`config.mk`:
```
export PLATFORM = sky130hd
export DESIGN_NAME = fsk_word_receiver_flat
export DESIGN_NICKNAME = d
export VERILOG_FILES = /design/src/rtl/fsk_word_receiver_if.sv /design/src/rtl/fsk_word_receiver.sv /design/src/flat_wrapper.sv
export SDC_FILE = /design/constraint.sdc
export NUM_CORES = 1
export LEC_CHECK = 0
export CORE_UTILIZATION = 55
export CTS_CLUSTER_SIZE = 16
export DETAILED_ROUTE_END_ITERATION = 16
export PLACE_DENSITY = 0.78
export REMOVE_ABC_BUFFERS = 1
export SLEW_MARGIN = 20
export SYNTH_ARGS = -nofsm -noshare
export SYNTH_HDL_FRONTEND = slang
export SYNTH_SLANG_ARGS = --single-unit
export TNS_END_PERCENT = 50
```
`constraint.sdc`:
```
create_clock -name clk -period 3 [get_ports clk]
set_input_delay 0.9 -clock clk [delete_from_list [all_inputs] [get_ports clk]]
set_output_delay 0.9 -clock clk [all_outputs]
set_load 0.02 [all_outputs]
```
`src/rtl/fsk_word_receiver_if.sv`:
```
// Line-side and word-side signals of the FSK word receiver.
// The receiver takes the slave view; its driver takes the master view.
interface fsk_word_receiver_if #(
    parameter int WORD_BITS = 14
);
    logic                 bit_tick;
    logic                 fsk_in;
    logic                 bit_out;
    logic                 bit_valid;
    logic [WORD_BITS-1:0] word_out;
    logic                 word_valid;
    logic                 carrier_lost;

    modport master (
        output bit_tick,
        output fsk_in,
        input  bit_out,
        input  bit_valid,
        input  word_out,
        input  word_valid,
        input  carrier_lost
    );

    modport slave (
        input  bit_tick,
        input  fsk_in,
        output bit_out,
        output bit_valid,
        output word_out,
        output word_valid,
        output carrier_lost
    );
endinterface

```
`src/rtl/fsk_word_receiver.sv`:
```
// FSK receive front end: counts synchronized line rises per bit window,
// decides mark/space and frames bits MSB-first into code words.
module fsk_word_receiver #(
    parameter int WORD_BITS   = 14,
    parameter int EDGE_THRESH = 3,
    parameter int CNT_W       = 6
) (
    input logic                  clk,
    input logic                  reset,
    fsk_word_receiver_if.slave   bus
);
    localparam int BW = $clog2(WORD_BITS + 1);
    localparam logic [CNT_W-1:0] CNT_MAX = '1;

    typedef enum logic [1:0] {
        ARM,
        IDLE,
        RECV
    } state_e;

    state_e               state_q, state_d;
    logic                 sync1_q, sync1_d;
    logic                 sync2_q, sync2_d;
    logic                 edge_ref_q, edge_ref_d;
    logic [CNT_W-1:0]     edge_cnt_q, edge_cnt_d;
    logic [BW-1:0]        bit_cnt_q, bit_cnt_d;
    logic [WORD_BITS-1:0] shift_q, shift_d;
    logic [WORD_BITS-1:0] word_q, word_d;
    logic                 bit_out_q, bit_out_d;
    logic                 bit_valid_q, bit_valid_d;
    logic                 word_valid_q, word_valid_d;
    logic                 carrier_lost_q, carrier_lost_d;

    logic                 edge_pulse;
    logic [CNT_W-1:0]     win_cnt;
    logic                 bit_dec;
    logic                 has_edges;

    always_comb begin
        sync1_d    = bus.fsk_in;
        sync2_d    = sync1_q;
        edge_ref_d = sync2_q;
        edge_pulse = sync2_q & ~edge_ref_q;

        // An edge on the tick cycle still belongs to the closing window.
        win_cnt = edge_cnt_q;
        if (edge_pulse && edge_cnt_q != CNT_MAX) begin
            win_cnt = edge_cnt_q + 1'b1;
        end
        edge_cnt_d = bus.bit_tick ? '0 : win_cnt;
        bit_dec    = win_cnt >= CNT_W'(EDGE_THRESH);
        has_edges  = win_cnt != '0;

        state_d        = state_q;
        shift_d        = shift_q;
        bit_cnt_d      = bit_cnt_q;
        word_d         = word_q;
        bit_out_d      = bit_out_q;
        bit_valid_d    = 1'b0;
        word_valid_d   = 1'b0;
        carrier_lost_d = 1'b0;

        if (bus.bit_tick) begin
            unique case (state_q)
                ARM: begin
                    state_d = IDLE;
                end
                IDLE: begin
                    if (has_edges) begin
                        shift_d     = {shift_q[WORD_BITS-2:0], bit_dec};
                        bit_cnt_d   = BW'(1);
                        bit_out_d   = bit_dec;
                        bit_valid_d = 1'b1;
                        state_d     = RECV;
                    end
                end
                RECV: begin
                    if (has_edges) begin
                        shift_d     = {shift_q[WORD_BITS-2:0], bit_dec};
                        bit_out_d   = bit_dec;
                        bit_valid_d = 1'b1;
                        if (bit_cnt_q == BW'(WORD_BITS - 1)) begin
                            word_d       = shift_d;
                            word_valid_d = 1'b1;
                            bit_cnt_d    = '0;
                        end else begin
                            bit_cnt_d = bit_cnt_q + BW'(1);
                        end
                    end else begin
                        // Silent window mid-word: drop the partial word.
                        carrier_lost_d = 1'b1;
                        bit_cnt_d      = '0;
                        shift_d        = '0;
                        state_d        = IDLE;
                    end
                end
                default: begin
                    state_d = ARM;
                end
            endcase
        end
    end

    always_ff @(posedge clk or posedge reset) begin
        if (reset) begin
            state_q        <= ARM;
            sync1_q        <= 1'b0;
            sync2_q        <= 1'b0;
            edge_ref_q     <= 1'b0;
            edge_cnt_q     <= '0;
            bit_cnt_q      <= '0;
            shift_q        <= '0;
            word_q         <= '0;
            bit_out_q      <= 1'b0;
            bit_valid_q    <= 1'b0;
            word_valid_q   <= 1'b0;
            carrier_lost_q <= 1'b0;
        end else begin
            state_q        <= state_d;
            sync1_q        <= sync1_d;
            sync2_q        <= sync2_d;
            edge_ref_q     <= edge_ref_d;
            edge_cnt_q     <= edge_cnt_d;
            bit_cnt_q      <= bit_cnt_d;
            shift_q        <= shift_d;
            word_q         <= word_d;
            bit_out_q      <= bit_out_d;
            bit_valid_q    <= bit_valid_d;
            word_valid_q   <= word_valid_d;
            carrier_lost_q <= carrier_lost_d;
        end
    end

    assign bus.bit_out      = bit_out_q;
    assign bus.bit_valid    = bit_valid_q;
    assign bus.word_out     = word_q;
    assign bus.word_valid   = word_valid_q;
    assign bus.carrier_lost = carrier_lost_q;
endmodule

```
`src/flat_wrapper.sv`:
```
// flat-port wrapper written by rule: the top's interface ports become plain ports
module fsk_word_receiver_flat 
#(
    parameter int WORD_BITS   = 14,
    parameter int EDGE_THRESH = 3,
    parameter int CNT_W       = 6
)
  (clk, reset, bus_bit_tick, bus_fsk_in, bus_bit_out, bus_bit_valid, bus_word_out, bus_word_valid, bus_carrier_lost);
  fsk_word_receiver_if #(.WORD_BITS(WORD_BITS)) bus_i ();
  input logic clk;
  input logic reset;
  input wire logic [$bits(bus_i.bit_tick)-1:0] bus_bit_tick;
  input wire logic [$bits(bus_i.fsk_in)-1:0] bus_fsk_in;
  output wire logic [$bits(bus_i.bit_out)-1:0] bus_bit_out;
  output wire logic [$bits(bus_i.bit_valid)-1:0] bus_bit_valid;
  output wire logic [$bits(bus_i.word_out)-1:0] bus_word_out;
  output wire logic [$bits(bus_i.word_valid)-1:0] bus_word_valid;
  output wire logic [$bits(bus_i.carrier_lost)-1:0] bus_carrier_lost;
  assign bus_i.bit_tick = bus_bit_tick;
  assign bus_i.fsk_in = bus_fsk_in;
  assign bus_bit_out = bus_i.bit_out;
  assign bus_bit_valid = bus_i.bit_valid;
  assign bus_word_out = bus_i.word_out;
  assign bus_word_valid = bus_i.word_valid;
  assign bus_carrier_lost = bus_i.carrier_lost;
  fsk_word_receiver #(.WORD_BITS(WORD_BITS), .EDGE_THRESH(EDGE_THRESH), .CNT_W(CNT_W)) u_core (.clk(clk), .reset(reset), .bus(bus_i));
endmodule
```
Word-level counts from Yosys, hierarchy flattened

Cells that the tools add are included.

$add $sub $neg: 2
$mul: 0
Div/mod/pow operators: 0
Magnitude comparators: 1
Equal/unequal tests: 6
Shifts and indexed selects: 0
Multiplexer cells: 22
Bitwise operators: 2
Reduce and logical (&&, ||, !) cells: 9

Operators with widths:

| cell                                                               | number |
|---|---|
| 2-to-1 mux 13 bit                                                  | 2 |
| one-hot mux 13 bit (2 select lines)                                | 1 |
| 2-to-1 mux 4 bit                                                   | 3 |
| 2-to-1 mux 6 bit                                                   | 2 |
| 2-to-1 mux 1 bit                                                   | 10 |
| AND reduction 3 bit                                                | 3 |
| one-hot mux 4 bit (2 select lines)                                 | 1 |
| adder 6 x 1 -> 6 bit (second input constant)                       | 1 |
| greater-or-equal comparator 6 x 2 -> 1 bit (second input constant) | 1 |
| != test 6 bit (second input constant)                              | 1 |
| one-hot mux 2 bit (3 select lines)                                 | 1 |
| nonzero test 6 bit                                                 | 1 |
| adder 4 x 1 -> 4 bit (second input constant)                       | 1 |
| equality test 4 bit (second input constant)                        | 1 |
| 2-to-1 mux 2 bit                                                   | 2 |
| AND reduction 4 bit                                                | 1 |
| equality test 2 x 1 -> 1 bit (second input constant)               | 1 |
| equality test 2 bit (second input constant)                        | 1 |
| logical NOT 2 bit                                                  | 1 |
| != test 2 x 1 -> 1 bit (second input constant)                     | 1 |
| != test 2 bit (second input constant)                              | 1 |
| nonzero test 2 bit                                                 | 1 |
| OR reduction 2 bit                                                 | 1 |
| bitwise AND 1 bit                                                  | 1 |
| 2 further kinds                                                    | 2 |

Register bits after elaboration: 46
Bits in latches: 0
Bits in writable memories: 0
Memory bits (read-only): 0
Input port bits: 4
Output and inout bits: 18
Logic and storage cells: 54
Memories: 0

Depth between registers and ports, before layout

Gate-level depths: netlist of run 1.

Word-level depth: 8
Depth in mapped cells: 8
Depth with buffers taken out: 7

Worst setup path after synthesis of run 1

OpenSTA, ideal clock, no wires.

Path type: reg-to-reg
Start point: reg u_core.edge_cnt_q[0]
End point: reg u_core.word_q[10], in the netlist u_core.bus.word_out[10]
Setup time: 0.128 ns
Arrival: 2.434 ns
Required time: 2.872 ns
Setup slack: 0.438 ns
Cell stages (with the launch flop): 8
Buffers on the path: 1
Clock period less this slack: 2.562 ns
Cell sequence: dfrtp_1 -> ha_1 -> and3b_1 -> or3_1 -> a222oi_1 -> nor3_2 -> buf_2 -> mux2_1

Cells in the longest elaborated chain, start to end: 5
Elaborated cells between the ends (all ways): 6
Those cells by class: 1 x add/sub; 1 x eq/ne; 1 x mux; 3 x reduce/logical

Ends and longest elaborated chain:

| what                                                         | line                     | source |
|---|---|---|
| start, declared                                              | fsk_word_receiver.sv:25  | `logic [CNT_W-1:0] edge_cnt_q, edge_cnt_d;` |
| start signal, assigned                                       | fsk_word_receiver.sv:123 | `edge_cnt_q <= edge_cnt_d;` |
| branches (longest 2 deep; another with adder 6 x 1 -> 6 bit) | --                       |  |
| 2-to-1 mux 6 bit (*)                                         | fsk_word_receiver.sv:47  | `if (edge_pulse && edge_cnt_q != CNT_MAX) begin` |
| nonzero test 6 bit (*)                                       | fsk_word_receiver.sv:52  | `has_edges = win_cnt != '0;` |
| AND reduction 4 bit (no source line) (*)                     | --                       |  |
| end signal, assigned                                         | fsk_word_receiver.sv:126 | `word_q <= word_d;` |
| end, declared                                                | fsk_word_receiver.sv:28  | `logic [WORD_BITS-1:0] word_q, word_d;` |

Mark *: on every way between the ends.
A chain may end at the register's enable or synchronous reset.

Worst setup path in the final report of run 1

Start point: reg u_core.edge_cnt_q[0]
End point: reg u_core.shift_q[0]

Cells in the longest elaborated chain, start to end: 6
Elaborated cells between the ends (all ways): 11
Those cells by class: 1 x add/sub; 1 x order compare; 2 x eq/ne; 4 x mux; 3 x reduce/logical

Ends and longest elaborated chain:

| what                                                                             | line                                             | source |
|---|---|---|
| branches (longest 2 deep; another with adder 6 x 1 -> 6 bit)                     | --                                               |  |
| 2-to-1 mux 6 bit (*)                                                             | fsk_word_receiver.sv:47                          |  |
| greater-or-equal comparator 6 x 2 -> 1 bit or nonzero test 6 bit (tied branches) | fsk_word_receiver.sv:51, fsk_word_receiver.sv:52 |  |
| 2-to-1 mux 13 bit, or another cell as far along                                  | fsk_word_receiver.sv:78                          | `if (has_edges) begin` |
| one-hot mux 13 bit (2 select lines) or AND reduction 3 bit (tied branches)       | --                                               |  |
| end signal, assigned                                                             | fsk_word_receiver.sv:125                         | `shift_q <= shift_d;` |
| end, declared                                                                    | fsk_word_receiver.sv:27                          | `logic [WORD_BITS-1:0] shift_q, shift_d;` |

Mark *: on every way between the ends. The select of a mux whose other input is x is not followed.

==> metrics.cfg, run 1 <==
[grt]
gr-total-overflow = 0
grt_start_max_net_pins = 29
grt_pass1_vias = 1474
gr-usage-all-layers_pct = 22.5
grt_pass1_wl_um = 6870
antenna_found_initial = 0

[timing]
hold_ws_ns = 0.362
hold_violations = 0
max_clock_freq_mhz = 362
slew_headroom_pct = 44.9
tightest_slew_ns = 0.824
finalSetupViolCount = 0
worst_clock_skew_ns = 0.00322
fin_crit_sh_pct = 92.0
rsz0062_at_grt = no
final.setup.tns_ns = 0
fin_crit_ns = 2.76
drv_slew = 0

[job]
cap_violations = 0

[worst_setup_path]
crit_type = reg2reg
cp_max_fo = 14
required_ns = 3.19
worstRegToRegCells = 7
r2r_start = u_core.edge_cnt_q[0]
r2r_end = u_core.shift_q[0]
start_kind = flop
critPathCaptureType = flop
reg2reg_slack_ns = 0.24
cp-startpoint = u_core.edge_cnt_q[0]
arrival_ns = 2.95
crit_path_end = u_core.shift_q[0]

[detailed_routing]
dr_total_vias = 1466
wl_per_cell_um = 15.6
drcViolationCount = 0
viasPerCell = 5.91
drtAntennaViolNets = 0
first_iter_violations = 80
first_pass_iters = 4
routed_wirelength_um = 3870

[synth]
synth.area.top_cells = dfrtp_1 55%, a22o_1 5.9%, mux2_1 5.4%, ha_1 4.2%, mux2_2 3.2%
syn_area_per_cell_um2 = 11.7
yosys.area.top_type = dfrtp_1
synth_edf_count = 0
ys_seq_area_share_pct = 55.3
synth_top_cell_area_share_pct = 55.3
synthArstFlopShare_pct = 100
yosysUniqueCellTypes = 41
synth.cell_area_um2 = 2080
syn_inst = 178
synthFlopType = dfrtp_1
synth_seq_cells = 46
yosysWarnings = 0

[worst_hold_path]
min-delay-path-class = reg2reg

[final_layout]
drive_gt1_share_pct = 9.41
fin_area_um2 = 2450
fin_nets = 212
multiInputGateArea_um2 = 865
seqCellArea_um2 = 1150
diodes = 0
syn_to_final_growth_pct = 17.7
fillers = 261

[floorplanning]
start_util_pct = 60.0
die_area_um2 = 4030
die_x_um = 63.5
rows = 21
dieHeight_um = 63.5
pin_count = 22
core_region_area_um2 = 3470

[placement]
numPortBuffers = 21
place_area_um2 = 2350
gp_congestion = 0.796
place.detailed.hpwl_um = 2640

[power_and_ir_drop]
p_leak_uw = 0.00117
vdd_drop_max_v = 0.000386
power_density_nw_per_um2 = 566

[clocking]
cts.reportedPaths.clkPinSlew_ns = 0.08
root_buffer = clkbuf_8
htree_levels = 2
cts_tree = built
clockBufferDepth = 2
hold_buffers = 0
cts_sinks = 46
postCtsSetupBuffers = 0
cts_buffers = 5
clk_latency_ns = 0.30

[outcome]
outcome = complete, no violations

critical path, stage by stage, from the launching register on:
cell and delay (ns):
dfrtp_1 0.46, ha_1 0.29, and3b_1 0.27, or3_1 0.36, a222oi_1 0.32, buf_4 0.27, a21o_1 0.32, mux2_2 0.37
how the worst min path moves through the flow:
stage / from / endpoint / slack, ns / depth (start not counted)
4_1_cts: u_core.sync1_q / u_core.edge_ref_d / 0.37 / 0
3_5_place_dp: u_core.sync1_q / u_core.edge_ref_d / 0.34 / 0
6_report: u_core.sync1_q / u_core.edge_ref_d / 0.36 / 0
3_3_place_gp: u_core.sync1_q / u_core.edge_ref_d / 0.34 / 0
2_1_floorplan: u_core.sync1_q / u_core.edge_ref_d / 0.33 / 0
5_1_grt: u_core.sync1_q / u_core.edge_ref_d / 0.37 / 0
per-stage QoR:
step / worst slack [ns] / util [%] / total power [µW] / cells
6_report: 0.239 / 70.6 / 1390 / 248
3_5_place_dp: -0.0310 / 67.9 / 1020 / 240
5_1_grt: 0.148 / 70.6 / 1470 / 248
3_3_place_gp: 0.0710 / 67.9 / 1010 / 240
4_1_cts: 0.250 / 70.6 / 1400 / 248
2_1_floorplan: -0.186 / - / 923 / 169
timing repair:
item,4_1_cts,5_1_grt
setup endpoints to repair,13,0
endpoints found under the hold margin,0,0
resized for setup,1,0
cell usage after synthesis (all sizes together) (2+ instances only):
library cell,instances
a21oi,7
a21o,3
or3,2
nor2,11
inv,9
a22o,14
and3b,4
o211ai,2
buf,3
dfrtp,46
mux2,16
nand3,7
ha,7
clkbuf,6
nor3,3
nand2,6
nor2b,3
o2111ai,2
o21ai,7
kinds of logic (layout without fill, tap and decap cells):
logic type                 after synthesis  after routing  synth area share [%]
and+or+nand+nor                         46             46                  12.4
AOI/OAI and AO/OA                       43             43                  15.0
muxes                                   17             17                  9.14
DFF                                     46             46                  55.3
xor gates and xnor gates                 1              1                 0.421
buffers and inverters                   18             42                  3.43
adders and majority gates                7              7                  4.21
power by group:
part / total, µW / internal (µW) / switching (µW)
Clock: 373 / 164 / 209
Combinational: 290 / 121 / 168
Sequential: 725 / 672 / 53.0
routing by layer:
layer	global-route usage (%)	vias to the layer above	share of wire, %
met5	0	-	0
met4	8.81	0	2.2
met3	5.80	9	3.1
met2	35.0	27	47
met1	30.0	738	48
li1	-	692	-
sequential cells by signal, indices dropped and copies added (netlist names):
name                     count
u_core.bus.carrier_lost      1
u_core.bus.bit_out           1
u_core.state_q               2
u_core.bus.word_valid        1
u_core.edge_ref_q            1
u_core.bus.word_out         14
u_core.sync1_q               1
u_core.bus.bit_valid         1
u_core.bit_cnt_q             4
u_core.shift_q              13
u_core.edge_cnt_q            6
u_core.edge_ref_d            1
cell type report:
cell class	count	share of cell area, %
Timing Repair Buffer	25	10.3
Inverter	9	1.38
Multi-Input combinational cell	114	35.3
Sequential cell	46	47.0
Tap cell	46	2.35
Clock inverter	3	0.868
Clock buffer	5	2.81
placed cells by master, fill, tap and decap left out, drive strengths merged, types with 4 or more instances in the layout:
cell type / synthesis / routed
dfrtp: 46 / 46
o21ai: 7 / 7
mux2: 16 / 16
a22o: 14 / 14
buf: 3 / 4
nand3: 7 / 7
ha: 7 / 7
nand2: 6 / 6
inv: 9 / 8
and3b: 4 / 4
clkdlybuf4s50: 0 / 21
clkbuf: 6 / 5
nor2: 11 / 11
a21oi: 7 / 7
No activity file was read; power rests on OpenSTA's default activity.
==> run 2, diff against run 1 <==
--- a/config.mk
+++ b/config.mk
@@ -5,10 +5,11 @@
 export SDC_FILE = /design/constraint.sdc
 export NUM_CORES = 1
 export LEC_CHECK = 0
-export CORE_UTILIZATION = 55
+export CORE_UTILIZATION = 60
 export CTS_CLUSTER_SIZE = 16
 export DETAILED_ROUTE_END_ITERATION = 16
-export PLACE_DENSITY = 0.78
+export DONT_BUFFER_PORTS = 1
+export PLACE_DENSITY = 0.76
 export REMOVE_ABC_BUFFERS = 1
 export SLEW_MARGIN = 20
 export SYNTH_ARGS = -nofsm -noshare
==> metrics.cfg, run 2 (synthesis gave the netlist of run 1 again) <==
[worst_setup_path]
worstRegToRegCells = 7  ; unchanged
r2r_start = u_core.edge_cnt_q[0]
critPathCaptureType = flop
start_kind = flop
arrival_ns = 2.98  ; +0.03 ns
cp_max_fo = 14  ; unchanged
crit_type = reg2reg
required_ns = 3.26  ; +0.07 ns
reg2reg_slack_ns = 0.28  ; +0.04 ns
cp-startpoint = u_core.edge_cnt_q[0]
r2r_end = u_core.shift_q[0]

[power_and_ir_drop]
p_seq_share_pct = 54.6  ; +2.3 points
swShare_pct = 29.9  ; -1.1 points
clockPowerShare_pct = 27.1  ; +0.2 points
power_density_nw_per_um2 = 613  ; +8.3%
p_int_uw = 949  ; -0.87%
p_leak_uw = 0.00108  ; -7.5%
p_sw_uw = 405  ; -5.8%
p_comb_share_pct = 18.3  ; -2.6 points
vdd_drop_max_v = 0.000368  ; -4.6%

[worst_hold_path]
holdPathEnd = u_core.edge_ref_d
holdCritStartpoint = u_core.sync1_q
hold_depth = 0  ; unchanged
min-delay-path-class = reg2reg

[clocking]
clockBufferDepth = 2  ; unchanged
htree_levels = 2  ; unchanged
cts.reportedPaths.clkPinSlew_ns = 0.13  ; +0.05 ns
clk_latency_ns = 0.36  ; +0.06 ns
cts_tree = built
postCtsSetupBuffers = 0  ; unchanged
cts_buffers = 5  ; unchanged
root_buffer = clkbuf_4
cts_sinks = 46  ; unchanged

[floorplanning]
dieHeight_um = 60.9  ; -4.1%
pin_count = 22  ; unchanged
die_x_um = 60.9  ; -4.1%
die_area_um2 = 3710  ; -8.1%
rows = 21  ; unchanged
start_util_pct = 62.4  ; +2.4 points
core_region_area_um2 = 3340  ; -3.8%

[final_layout]
final_cell_mix = 46 x dfrtp_1, 14 x a22o_1, 11 x nor2_1
fin_area_um2 = 2210  ; -9.9%
final_common_cell = dfrtp_1
largest_reg_flops = 14  ; unchanged
drive_gt1_share_pct = 9.44  ; +0.039 points
fin_nets = 190  ; -10%
syn_to_final_growth_pct = 6.13
diodes = 0  ; unchanged
utilization_pct = 66.2  ; -4.5 points
fillers = 260  ; -0.38%

[job]
cap_violations = 0  ; unchanged

[placement]
gp_congestion = 0.822  ; +3.2%
numPortBuffers = 0  ; -100%
place_area_um2 = 2120  ; -9.8%
place.detailed.hpwl_um = 2460  ; -6.9%

[timing]
hold_ws_ns = 0.369  ; +0.00721 ns
fin_crit_ns = 2.72  ; -0.0413 ns
fin_crit_sh_pct = 90.6  ; -1.4 points
final.setup.tns_ns = 0  ; unchanged
rsz0062_at_grt = no
tightest_slew_ns = 0.818  ; -0.00587 ns
finalSetupViolCount = 0  ; unchanged
worst_clock_skew_ns = 0.00961  ; +0.00640 ns
max_clock_freq_mhz = 368  ; +1.5%
hold_violations = 0  ; unchanged
slew_headroom_pct = 44.8  ; -0.098 points
drv_slew = 0  ; unchanged

[detailed_routing]
routed_wirelength_um = 3630  ; -6.3%
first_pass_iters = 4  ; unchanged
drcViolationCount = 0  ; unchanged
dr_total_vias = 1398  ; -4.6%
drtAntennaViolNets = 0  ; unchanged
wl_per_cell_um = 16.1  ; +2.8%
first_iter_violations = 75  ; -6.3%
viasPerCell = 6.19  ; +4.6%

[grt]
grt_pass1_vias = 1289  ; -13%
gr-usage-all-layers_pct = 22.6  ; +0.079 points
gr-total-overflow = 0  ; unchanged
grt_pass1_wl_um = 5880  ; -14%
grt_start_max_net_pins = 32  ; +10%
antenna_found_initial = 0  ; unchanged

[outcome]
outcome = complete, no violations

run 2: cell types whose count changed in the layout (fill, tap and decap cells not counted):
cell / change
clkdlybuf4s50_1: -21
clkbuf_4: +5
clkbuf_8: -5
buf_12: -1
bufinv_16: +1
clkbuf_1: +1
clkinv_2: -1
clkinv_4: -1
run 2: layer usage:
metal  vias to the layer above  track usage, %  share of wire (%)
met5                         -               0                  0
met4                         0            13.0                2.1
met3                         9            5.97                4.3
met2                        36            35.2                 50
li1                        648               -                  -
met1                       705            28.6                 44
run 2: worst max-delay path, stage by stage (launching register included):
cell      delay (ns)
dfrtp_1         0.48
ha_1            0.29
and3b_1         0.26
or3_1           0.34
a222oi_1        0.34
buf_4           0.26
a21o_1          0.29
mux2_2          0.36
run 2: cell type report:
class	count	area, µm²	share of cell area (%)
inverters	9	33.8	1.53
well taps	46	57.6	2.61
clock buffers	6	41.3	1.87
clock inverters	2	37.5	1.70
flip-flops and latches	46	1150	52.1
repair buffers	3	22.5	1.02
multi-input cells	114	865	39.2
run 2: timing repair:
item | in CTS | in global routing
endpoints found under the setup margin | 0 | 14
gates resized for setup | 0 | 1
hold buffers | 0 | 0
run 2: worst max-delay path by stage:
stage	to
floorplan	u_core.shift_q[0]
global placement	u_core.bus.word_out[13]
detailed placement	u_core.bus.word_out[0]
CTS	u_core.bus.word_out[0]
global route	u_core.shift_q[3]
finish	u_core.shift_q[0]
run 2: through the flow:
| step | setup WS, ns | power [µW] | std cells |
|---|---|---|---|
| 6_report | 0.281 | 1350 | 226 |
| 5_1_grt | 0.142 | 1430 | 226 |
| 4_1_cts | 0.0481 | 1370 | 226 |
| 3_5_place_dp | 0.0735 | 996 | 218 |
| 3_3_place_gp | 0.184 | 982 | 218 |
| 2_1_floorplan | -0.186 | 923 | 169 |
run 2: power groups by stage:
stage	Sequential, µW	Clock (µW)	Combinational, µW
2_1_floorplan	735	0	188
3_3_place_gp	747	0	235
3_5_place_dp	750	0	246
6_report	739	367	248
4_1_cts	740	379	248
5_1_grt	748	404	282
==> run 3, diff against run 2 <==
--- a/config.mk
+++ b/config.mk
@@ -5,6 +5,7 @@
 export SDC_FILE = /design/constraint.sdc
 export NUM_CORES = 1
 export LEC_CHECK = 0
+export ABC_AREA = 1
 export CORE_UTILIZATION = 60
 export CTS_CLUSTER_SIZE = 16
 export DETAILED_ROUTE_END_ITERATION = 16
==> metrics.cfg, run 3 <==
[job]
cap_violations = 0  ; unchanged

[worst_setup_path]
cp-startpoint = u_core.edge_cnt_q[0]
required_ns = 3.19  ; -0.07 ns
r2r_start = u_core.edge_cnt_q[0]
critPathCaptureType = flop
start_kind = flop
crit_type = reg2reg
arrival_ns = 2.33  ; -0.65 ns
cp_max_fo = 21  ; +7

[final_layout]
syn_to_final_growth_pct = 3.31
final_cell_mix = 92 x nand2_1, 46 x dfrtp_1, 18 x inv_1
fin_nets = 257  ; +35%
largest_reg_flops = 14  ; unchanged
fin_area_um2 = 2300  ; +4.4%
drive_gt1_share_pct = 11.7  ; +2.3 points
diodes = 0  ; unchanged
fillers = 277  ; +6.5%
final_common_cell = nand2_1
utilization_pct = 67.0  ; +0.78 points

[power_and_ir_drop]
vdd_drop_max_v = 0.000435  ; +18%
p_leak_uw = 0.00118  ; +9.2%
power_density_nw_per_um2 = 651  ; +6.2%
p_seq_share_pct = 52.2  ; -2.4 points
p_sw_uw = 527  ; +30%
swShare_pct = 35.1  ; +5.2 points
p_int_uw = 973  ; +2.6%
p_comb_share_pct = 22.5  ; +4.2 points
clockPowerShare_pct = 25.2  ; -1.9 points

[clocking]
root_buffer = clkbuf_8
clk_latency_ns = 0.31  ; -0.05 ns
clockBufferDepth = 2  ; unchanged
cts_resized = 0  ; unchanged
htree_levels = 2  ; unchanged
hold_buffers = 0  ; unchanged
cts_tree = built
cts_sinks = 46  ; unchanged
cts.reportedPaths.clkPinSlew_ns = 0.08  ; -0.05 ns
postCtsSetupBuffers = 0  ; unchanged
cts_buffers = 5  ; unchanged

[timing]
slew_headroom_pct = 39.0  ; -5.8 points
drv_slew = 0  ; unchanged
fin_crit_ns = 2.14  ; -0.583 ns
hold_violations = 0  ; unchanged
max_clock_freq_mhz = 468  ; +27%
rsz0062_at_grt = no
tightest_slew_ns = 0.914  ; +0.0960 ns
worst_clock_skew_ns = 0.0120  ; +0.00237 ns
fin_crit_sh_pct = 71.2  ; -19 points
final.setup.tns_ns = 0  ; unchanged
finalSetupViolCount = 0  ; unchanged

[floorplanning]
rows = 21  ; unchanged
die_area_um2 = 3970  ; +7.0%
start_util_pct = 64.8  ; +2.5 points
die_x_um = 63.0  ; +3.4%
dieHeight_um = 63.0  ; +3.4%
core_region_area_um2 = 3440  ; +3.1%
pin_count = 22  ; unchanged

[synth]
synthArstFlopShare_pct = 100  ; unchanged
yosysWarnings = 0  ; unchanged
ys_seq_area_share_pct = 51.6  ; -3.7 points
yosysUniqueCellTypes = 32  ; -22%
synth.cell_area_um2 = 2230  ; +7.2%
synth_top_cell_area_share_pct = 51.6  ; -3.7 points
synth_common_cells = 92 x nand2_1, 46 x dfrtp_1, 19 x inv_1, 13 x nand3_1, 13 x o2111ai_1
synth_edf_count = 0  ; unchanged
synth_most_common_cell = nand2_1
synthFlopType = dfrtp_1
syn_area_per_cell_um2 = 8.92  ; -24%
yosys.area.top_type = dfrtp_1
syn_inst = 250  ; +40%
synth_seq_cells = 46  ; unchanged
synth.area.top_cells = dfrtp_1 52%, nand2_1 15%, o2111ai_1 5.1%, ha_1 3.9%, inv_1 3.2%

[detailed_routing]
wl_per_cell_um = 13.2  ; -18%
viasPerCell = 5.43  ; -12%
first_iter_violations = 88  ; +17%
first_pass_iters = 4  ; unchanged
drcViolationCount = 0  ; unchanged
routed_wirelength_um = 3860  ; +6.3%
dr_total_vias = 1592  ; +14%
drtAntennaViolNets = 0  ; unchanged

[grt]
antenna_found_initial = 0  ; unchanged
gr-usage-all-layers_pct = 22.8  ; +0.20 points
grt_start_max_net_pins = 47  ; +47%
grt_pass1_wl_um = 6980  ; +19%
gr-total-overflow = 0  ; unchanged
grt_pass1_vias = 1575  ; +22%

[worst_hold_path]
min-delay-path-class = reg2reg
holdCritStartpoint = u_core.sync1_q

[placement]
place_area_um2 = 2210  ; +4.3%
gp_congestion = 0.859  ; +4.5%
place.detailed.hpwl_um = 2440  ; -0.69%
numPortBuffers = 0  ; unchanged

[outcome]
outcome = complete, no violations

run 3: cell count changes after synthesis, moves of 5 or more:
cell / previous run / this run
a22o_1: 14 / 0
mux2_2: 6 / 0
o2111ai_1: 2 / 13
inv_1: 9 / 19
a21oi_1: 7 / 2
nand2_1: 6 / 92
nand3_1: 7 / 13
mux2_1: 10 / 0
run 3: per-stage QoR:
step | hold WS (ns) | instances | power, µW | worst slack [ns]
6_report | 0.358 | 293 | 1500 | 0.864
3_3_place_gp | 0.333 | 285 | 1120 | 0.836
5_1_grt | 0.363 | 293 | 1600 | 0.613
3_5_place_dp | 0.340 | 285 | 1130 | 0.844
4_1_cts | 0.359 | 293 | 1510 | 0.859
2_1_floorplan | 0.331 | 238 | 1040 | 1.01
run 3: worst paths after layout:
check	end	slack, ns	cells after the start
min in group asynchronous	u_core.edge_cnt_q[4]	0.66	1
max in group asynchronous	u_core.edge_cnt_q[0]	1.76	1
worst max register to register	u_core.bus.word_out[10]	0.86	13
worst min-delay path	u_core.edge_ref_d	0.36	0
worst max-delay path	u_core.bus.word_out[10]	0.86	13
worst min register to register	u_core.edge_ref_d	0.36	0
run 3: routing by layer:
layer | wire length (µm) | GRT usage (%) | part of all wire, %
met1 | 1940 | 31.3 | 50
met2 | 1690 | 34.1 | 44
met3 | 150 | 4.20 | 3.9
met4 | 75 | 12.2 | 1.9
met5 | 0 | 0 | 0
run 3: power groups by stage:
stage | combinational (µW) | sequential [µW] | clock [µW]
after floorplan | 264 | 776 | 0
after global placement | 324 | 792 | 0
after detailed placement | 336 | 794 | 0
after CTS | 340 | 781 | 385
after global routing | 389 | 798 | 409
final | 338 | 784 | 379
run 3: cell families (layout without fill, tap and decap cells):
logic type	after synthesis	in the layout	synth area share, %
flops	46	46	51.6
buf+inv	33	30	7.18
xor+xnor	2	2	0.785
simple gates	138	138	28.2
compound gates	24	24	8.36
fa+ha+maj	7	7	3.93
run 3: worst max-delay path: stages, from the launching register on:
cell     delay, ns
dfrtp_1       0.41
ha_1          0.22
nand2_1       0.13
inv_1         0.08
nand2_2       0.10
nand2_1       0.06
nand2_1       0.09
nand3_2       0.10
nor2_4        0.15
nand2_4       0.17
nand3_4       0.21
inv_2         0.15
nand2_1       0.09
nand2_1       0.06
run 3: final cells by class:
type,instances,area [µm²],area share (%)
Timing Repair Buffer,1,7.51,0.326
Inverter,21,78.8,3.42
Sequential cell,46,1150,49.9
Clock buffer,5,68.8,2.99
Tap cell,46,57.6,2.50
Clock inverter,3,21.3,0.923
Multi-Input combinational cell,171,920,39.9
==> edit: new RTL, config.mk and constraints of run 3 <==
`CNT_W` is set to 6 in 2 places; all go to 5.
--- a/src/rtl/fsk_word_receiver.sv
+++ b/src/rtl/fsk_word_receiver.sv
@@ -3,7 +3,7 @@
 module fsk_word_receiver #(
     parameter int WORD_BITS   = 14,
     parameter int EDGE_THRESH = 3,
-    parameter int CNT_W       = 6
+    parameter int CNT_W       = 5
 ) (
     input logic                  clk,
     input logic                  reset,
--- a/src/flat_wrapper.sv
+++ b/src/flat_wrapper.sv
@@ -3,7 +3,7 @@
 #(
     parameter int WORD_BITS   = 14,
     parameter int EDGE_THRESH = 3,
-    parameter int CNT_W       = 6
+    parameter int CNT_W       = 5
 )
   (clk, reset, bus_bit_tick, bus_fsk_in, bus_bit_out, bus_bit_valid, bus_word_out, bus_word_valid, bus_carrier_lost);
   fsk_word_receiver_if #(.WORD_BITS(WORD_BITS)) bus_i ();
Check against the original RTL: no difference found for any inputs over 10 cycles, from zero or initial values and one cycle with reset high; that may be too few to reach the edited logic, so the function may still have changed.
==> edit against run 3 <==
- sequential share of layout area decreased by 0.11 points
- count of clock-buffer cells in the layout is 1 higher
- core utilization is 0.80 points lower
- non-clock buffer count unchanged
- combinational power up 28%
- total power up 7.9%
- global-route usage decreased by 1.7 points
- hold slack better by 0.011 ns
- sequential cell count shrank 1
- routed wire length decreased by 8.0%
- final area fell by 2.0%
- setup slack lost 0.28 ns
- synthesized area shrank 2.1%
- critical endpoint is now u_core.shift_q[5]
==> edit: results (changes against run 3) <==
| Metric | Value |
|---|---|
| Root Buffer | clkbuf_4 (was clkbuf_8) |
| Worst-path clk slew | 0.13 ns (was 0.08 ns) |
| Multi-In Gates | 164 (was 171) |
| Via count | 1480 (was 1592) |
| Met2 Routed Length | 1.59 mm (was 1.69 mm) |
| Largest stage delay, worst path | 0.45 ns (was 0.41 ns) |
| Clock buffers | 6 (was 5) |
| Flop-to-flop setup slack | 0.58 ns (was 0.86 ns) |
| Max-slew headroom | 0.639 (was 0.390) |
| Share of cells above drive strength 1 | 0.184 (was 0.117) |
| DR WL/cell | 12.7 um (was 13.2 um) |
| Final-layout non-clock buffer area share | 0.00332 (was 0.00326) |
| Synthesized netlist cell count | 233 (was 250) |
| Critical path fanouts, max | 33 (was 21) |
| Peak supply drop | 471 uV (was 435 uV) |
| Met2 Use GR | 0.323 (was 0.341) |
| Met3 Use GR | 0.0588 (was 0.0420) |
| Synth cell types | 30 (was 32) |
| Worst-Skew Late Latency | 0.36 ns (was 0.31 ns) |
| Status | finished, final reports clean (unchanged) |
| Fraction of area in multi-input gates | 0.410 (was 0.399) |
| Initial drt markers | 90 (was 88) |
| Gpl congestion | 0.817 (was 0.859) |
| Critical Path AT | 2.67 ns (was 2.33 ns) |
| Synth Area in Compound Gates | 0.0739 (was 0.0836) |
| Detail Placement HPWL | 2.45 mm (was 2.44 mm) |
| Clock Skew | 0.00621 ns (was 0.0120 ns) |
| Nonclk inv count | 16 (was 21) |
| Global Route met1 Usage | 0.280 (was 0.313) |
| GRT Util Overall | 0.210 (was 0.228) |
| Largest net degree at the start of global routing | 46 (was 47) |
| Nets | 245 (was 257) |
| Synth Area in Adders | 0.0458 (was 0.0393) |
| Sequential cells | 45 (was 46) |
| Wl on met1 | 1.74 mm (was 1.94 mm) |
| Worst slack at placement | 0.593 ns (was 0.844 ns) |
| Ranking of synthesized cells by area | dfrtp_1 52%, nand2_1 15%, o21ai_2 6.0%, ha_1 4.6%, inv_1 2.4% (was dfrtp_1 52%, nand2_1 15%, o2111ai_1 5.1%, ha_1 3.9%, inv_1 3.2%) |
| Reg-to-reg endpoint | u_core.shift_q[5] (was u_core.bus.word_out[10]) |
| First-pass GRT wire length | 6.33 mm (was 6.98 mm) |
| Clock buf/inv share | 0.0354 (was 0.0391) |
| Met3 routed WL | 153 um (was 150 um) |
| Reg area | 1130 um^2 (was 1150 um^2) |
| R2R cell count | 14 (was 13) |
| Fmax | 0.414 GHz (was 0.468 GHz) |
| Cell count after placement | 272 (was 285) |
-- edit: cell types whose count changed after synthesis, moves of 2 or more --
cell,before,now
o21ai_2,0,15
o2111ai_1,13,0
inv_1,19,14
nand2_1,92,87
nand2_2,3,7
clkbuf_1,4,1
nand3_1,13,10
nand3_2,4,1
nor2_2,3,0
o21ai_0,4,1
nand3_4,1,3
-- edit: power breakdown --
part           switching (mW)  total (mW)  internal, mW  leakage [nW]
Sequential              0.107       0.818         0.711         0.608
Combinational           0.272       0.432         0.160         0.500
Clock                   0.192       0.369         0.178        0.0424
Total                   0.571        1.62          1.05          1.15
-- edit: per-stage QoR --
stage	hold WS [ns]	power, mW	area (um^2)
final	0.369	1.62	2260
after global routing	0.389	1.73	2260
after CTS	0.374	1.63	2260
after detailed placement	0.344	1.27	2180
after global placement	0.336	1.25	2180
after floorplan	0.331	1.17	2110
